$ cat src/rtl/wb_port_arbiter.sv
// Writeback write-port arbiter: picks between execute and load-return, registers the write, tracks pending loads.
// Optional starvation guard for the execute path is enabled by defining WB_STARVE_GUARD_EN.
module wb_port_arbiter #(
   parameter int unsigned STARVE_LIMIT = 4
) (
   input  logic        i_clk,
   input  logic        i_rstn,
   input  logic        i_ex_valid,
   output logic        o_ex_ready,
   input  logic [4:0]  i_ex_rd,
   input  logic [31:0] i_ex_data,
   input  logic        i_mem_valid,
   output logic        o_mem_ready,
   input  logic [4:0]  i_mem_rd,
   input  logic [31:0] i_mem_data,
   input  logic        i_issue_valid,
   input  logic [4:0]  i_issue_rd,
   output logic        o_write_enable,
   output logic [4:0]  o_write_addr,
   output logic [31:0] o_write_data,
   output logic [31:0] o_busy
);

   localparam int unsigned REG_W  = 5;
   localparam int unsigned DATA_W = 32;
   localparam int unsigned NREG   = 32;
   localparam int unsigned CNT_W  = 4;

   logic              w_starved;
   logic              w_ex_grant;
   logic              w_mem_grant;
   logic              w_grant_any;
   logic [REG_W-1:0]  w_win_rd;
   logic [DATA_W-1:0] w_win_data;
   logic [NREG-1:0]   w_busy_set;
   logic [NREG-1:0]   w_busy_clr;
   logic [NREG-1:0]   w_busy_nxt;

   logic              r_write_enable;
   logic [REG_W-1:0]  r_write_addr;
   logic [DATA_W-1:0] r_write_data;
   logic [NREG-1:0]   r_busy;

`ifdef WB_STARVE_GUARD_EN
   localparam logic [CNT_W-1:0] STARVE_MAX = CNT_W'(STARVE_LIMIT);

   logic [CNT_W-1:0] r_starve_cnt;

   // Counts cycles the execute path has been waiting; saturates at the limit.
   always_ff @(posedge i_clk) begin
      if (!i_rstn) begin
         r_starve_cnt <= '0;
      end else if (!i_ex_valid || w_ex_grant) begin
         r_starve_cnt <= '0;
      end else if (r_starve_cnt != STARVE_MAX) begin
         r_starve_cnt <= r_starve_cnt + CNT_W'(1);
      end
   end

   assign w_starved = (r_starve_cnt == STARVE_MAX);
`else
   logic [CNT_W-1:0] w_unused_limit;
   assign w_unused_limit = CNT_W'(STARVE_LIMIT);
   assign w_starved      = 1'b0;
`endif

   // Load return has priority unless execute has starved; nothing is granted in reset.
   always_comb begin
      w_mem_grant = i_rstn & i_mem_valid & ~(i_ex_valid & w_starved);
      w_ex_grant  = i_rstn & i_ex_valid & ~w_mem_grant;
      w_grant_any = w_mem_grant | w_ex_grant;
      w_win_rd    = w_mem_grant ? i_mem_rd   : i_ex_rd;
      w_win_data  = w_mem_grant ? i_mem_data : i_ex_data;
   end

   // Scoreboard update: set on issue, clear on load return; set wins on the same bit.
   always_comb begin
      w_busy_set = '0;
      w_busy_clr = '0;
      if (i_issue_valid && (i_issue_rd != '0)) begin
         w_busy_set[i_issue_rd] = 1'b1;
      end
      if (w_mem_grant && (i_mem_rd != '0)) begin
         w_busy_clr[i_mem_rd] = 1'b1;
      end
      w_busy_nxt    = (r_busy & ~w_busy_clr) | w_busy_set;
      w_busy_nxt[0] = 1'b0;
   end

   always_ff @(posedge i_clk) begin
      if (!i_rstn) begin
         r_write_enable <= 1'b0;
         r_write_addr   <= '0;
         r_write_data   <= '0;
         r_busy         <= '0;
      end else begin
         r_write_enable <= w_grant_any && (w_win_rd != '0);
         if (w_grant_any) begin
            r_write_addr <= w_win_rd;
            r_write_data <= w_win_data;
         end
         r_busy <= w_busy_nxt;
      end
   end

   assign o_ex_ready     = w_ex_grant;
   assign o_mem_ready    = w_mem_grant;
   assign o_write_enable = r_write_enable;
   assign o_write_addr   = r_write_addr;
   assign o_write_data   = r_write_data;
   assign o_busy         = r_busy;

endmodule

$ cat config.mk
export PLATFORM = sky130hd
export DESIGN_NAME = wb_port_arbiter
export DESIGN_NICKNAME = d
export VERILOG_FILES = /design/src/rtl/wb_port_arbiter.sv
export SDC_FILE = /design/constraint.sdc
export NUM_CORES = 1
export LEC_CHECK = 0
export CAP_MARGIN = 20
export CORE_ASPECT_RATIO = 1.1
export CORE_MARGIN = 3
export CORE_UTILIZATION = 41
export DETAILED_ROUTE_END_ITERATION = 6
export PLACE_DENSITY = 0.91
export SYNTH_ARGS = -nofsm -noshare
export SYNTH_HDL_FRONTEND = slang
export SYNTH_SLANG_ARGS = --single-unit
$ cat constraint.sdc
create_clock -name i_clk -period 1.82 [get_ports i_clk]
set_input_delay 0.455 -clock i_clk [delete_from_list [all_inputs] [get_ports i_clk]]
set_output_delay 0.455 -clock i_clk [all_outputs]
set_load 0.1 [all_outputs]
==> run summary <==
HPWL Detailed = 8633 um
cell taking the most area after synthesis = dfxtp_1
FMAX = 0.5850 GHz
Max Root-Sink Buffers = 2
commonest cells in the netlist = 69 x dfxtp_1, 40 x nor2_1, 37 x mux2i_1
R2R setup slack = 870 ps
Mapped Area = 3217 sq um
Synth Flop Type = dfxtp_1
pin count of the biggest net entering global routing = 36
DRT iter0 DRCs = 194
H-tree Lvls = 3
Cell Area, Placed = 5746 sq um
r2r endpoint = o_write_data[11]$_SDFFE_PN0P_
antenna cell count = 0
Hold Vio Cnt, Final = 0
P&R area growth vs syn = 84.01%
Synth top area share = 0.4294
GRT Max-Usage Layer = met2
Core Box Area = 7556 sq um
initial antenna violation count = 0
vias in the first global route = 3564
Synth Area per Inst = 9.574 sq um
fill cell count = 431
Synth cell types = 40
max cap viols = 0
Die X = 90.46 um
clk slew on worst S/H paths = 80 ps
global-route wire length before repair = 17990 um
Max FO, Critical Path = 9
drt via density = 5.317
IO Port Bufs = 154
clk root buf = clkbuf_8
Worst Setup Path Type = primary input to flop
Worst Min Path Start = o_busy[15]$_SDFF_PN0_
post-CTS setup buffers = 0
Req. time, crit path = 2050 ps
Hold Path Class = flop to flop
die height = 98.90 um
met1 Usage GRT = 0.2620
maximum vdd drop = 619.5 uV
Final min period = 1710 ps
Worst setup SP type = primary input
final max-slew violation count = 0
CTS tree = built
Die ar. = 8946 sq um
DRC Markers = 0
final worst path period share = 0.9393
Syn Nets = 420
Setup crit end kind = flop
Seq cells post-synth = 69
CTS sink cnt = 69
grt met2 use = 0.4609
Clock Skew = 0 ps
status = finished, final reports clean
Top Ports = 156
Reg-to-Reg Start = o_write_data[11]$_SDFFE_PN0P_
starting density of the core = 0.4257
Reg2Reg Depth = 3
RSZ-0062 raised after global routing = no
Post-Syn Instances = 336
drt wl/cell = 17.77 um
hold-critical path depth = 2
most numerous cell in the Yosys netlist = dfxtp_1
total global routing overflow = 0
Worst Hold End = o_busy[15]$_SDFF_PN0_
synth warn = 0
met3 Track Usage GR = 0.08702
number of synthesized flops with an enable pin = 0
largest cells by area after synthesis = dfxtp_1 43%, mux2_2 13%, mux2i_1 12%
post-route ant nets = 0
static leakage = 2.393 nW
Async SR Flop Fraction = 0
final hold slack = 516.1 ps
vias = 3291
total CTS buffers = 9
critical path arrival = 1940 ps
RePlAce Congestion = 0.8369
Rows = 33
Cell Pwr Density = 702.9 nW/um^2
post-route cell area = 5919 sq um
post-synthesis sequential area ratio = 0.4294
Final nets = 593
Worst-Skew Late Latency = 350 ps
drt total wl = 11000 um
gr usage total = 0.2553
share of post-route cells with drive strength above 1 = 0.3307
final setup vio count = 0
Detailed Routing Iterations Pass 1 = 4
layout by cell type (no fill, tap or decap), drive strengths merged, types with 2 or more instances in the layout:
| cell | instances |
|---|---|
| nand3 | 5 |
| nand4 | 2 |
| clkbuf | 11 |
| nor4b | 2 |
| nand4b | 2 |
| or3b | 3 |
| mux2i | 37 |
| and4bb | 4 |
| clkdlybuf4s50 | 80 |
| nand3b | 7 |
| nor2 | 40 |
| buf | 109 |
| dfxtp | 69 |
| clkinv | 4 |
| and4b | 3 |
| nand2 | 29 |
| mux2 | 36 |
| a21oi | 23 |
| clkinvlp | 3 |
| o21ai | 23 |
| nor2b | 2 |
| a32o | 6 |
routing by layer:
layer / up-vias / wire (um)
met4: 0 / 416
met2: 188 / 5717
met3: 41 / 1062
met5: - / 0
met1: 1525 / 3802
li1: 1537 / -
per-stage QoR:
step,setup WS [ps],setup TNS [ps],std cells,utilization,power [mW]
3_5_place_dp,-256.2,-4817,603,0.7604,3.087
2_1_floorplan,1.919,0,336,-,2.463
4_1_cts,129.1,0,619,0.7826,4.181
3_3_place_gp,-169.6,-2649,603,0.7604,3.051
6_report,110.5,0,619,0.7834,4.161
5_1_grt,48.88,0,619,0.7834,4.304
critical path, cell delays in order:
cell and delay, ps:
clkdlybuf4s50_1 530, or3_1 510, o311ai_1 360, nand2_1 80
logic make-up (layout without fill, tap and decap cells):
group / after synthesis / count (layout) / share of synthesized area
AO/OA/AOI/OAI: 56 / 56 / 0.1007
flip-flops: 69 / 69 / 0.4294
buffers and inverters: 31 / 209 / 0.05057
multiplexers: 73 / 73 / 0.2412
other: 1 / 1 / 0.001166
AND/OR/NAND/NOR: 106 / 106 / 0.1770
cell type report:
type	count	area (sq um)	share of cell area
clock buffer	11	131.4	0.02219
clock inverter	5	37.54	0.006341
inverter	3	15.01	0.002536
multi-input combinational	236	1687	0.2849
sequential	69	1381	0.2334
tap	105	131.4	0.02219
timing repair buffer	190	2536	0.4285
power breakdown:
group,switching (mW),leakage [nW],internal [mW]
Sequential,0.0742,0.566,1.58
Clock,0.608,0.0795,0.497
Combinational,0.795,1.75,0.608
registers in the layout (all words and copies together), names as in the netlist:
signal          cells
o_write_enable      1
o_write_addr        5
o_write_data       32
o_busy             31
worst max-delay path by stage:
stage	startpoint	end	slack [ps]	depth (start not counted)
detailed placement	i_rstn	o_busy[10]$_SDFF_PN0_	-260	5
CTS	i_mem_rd[3]	o_busy[3]$_SDFF_PN0_	130	4
global route	i_mem_rd[3]	o_busy[3]$_SDFF_PN0_	50	4
floorplan	i_rstn	o_ex_ready	2	4
finish	i_mem_rd[3]	o_busy[3]$_SDFF_PN0_	110	4
global placement	i_rstn	o_busy[30]$_SDFF_PN0_	-170	5
timing repair:
item,CTS,global route
resized for setup,1,1
endpoints found under the setup margin,2,1
hold buffers,0,0
Power figures use the tool's default switching activity.
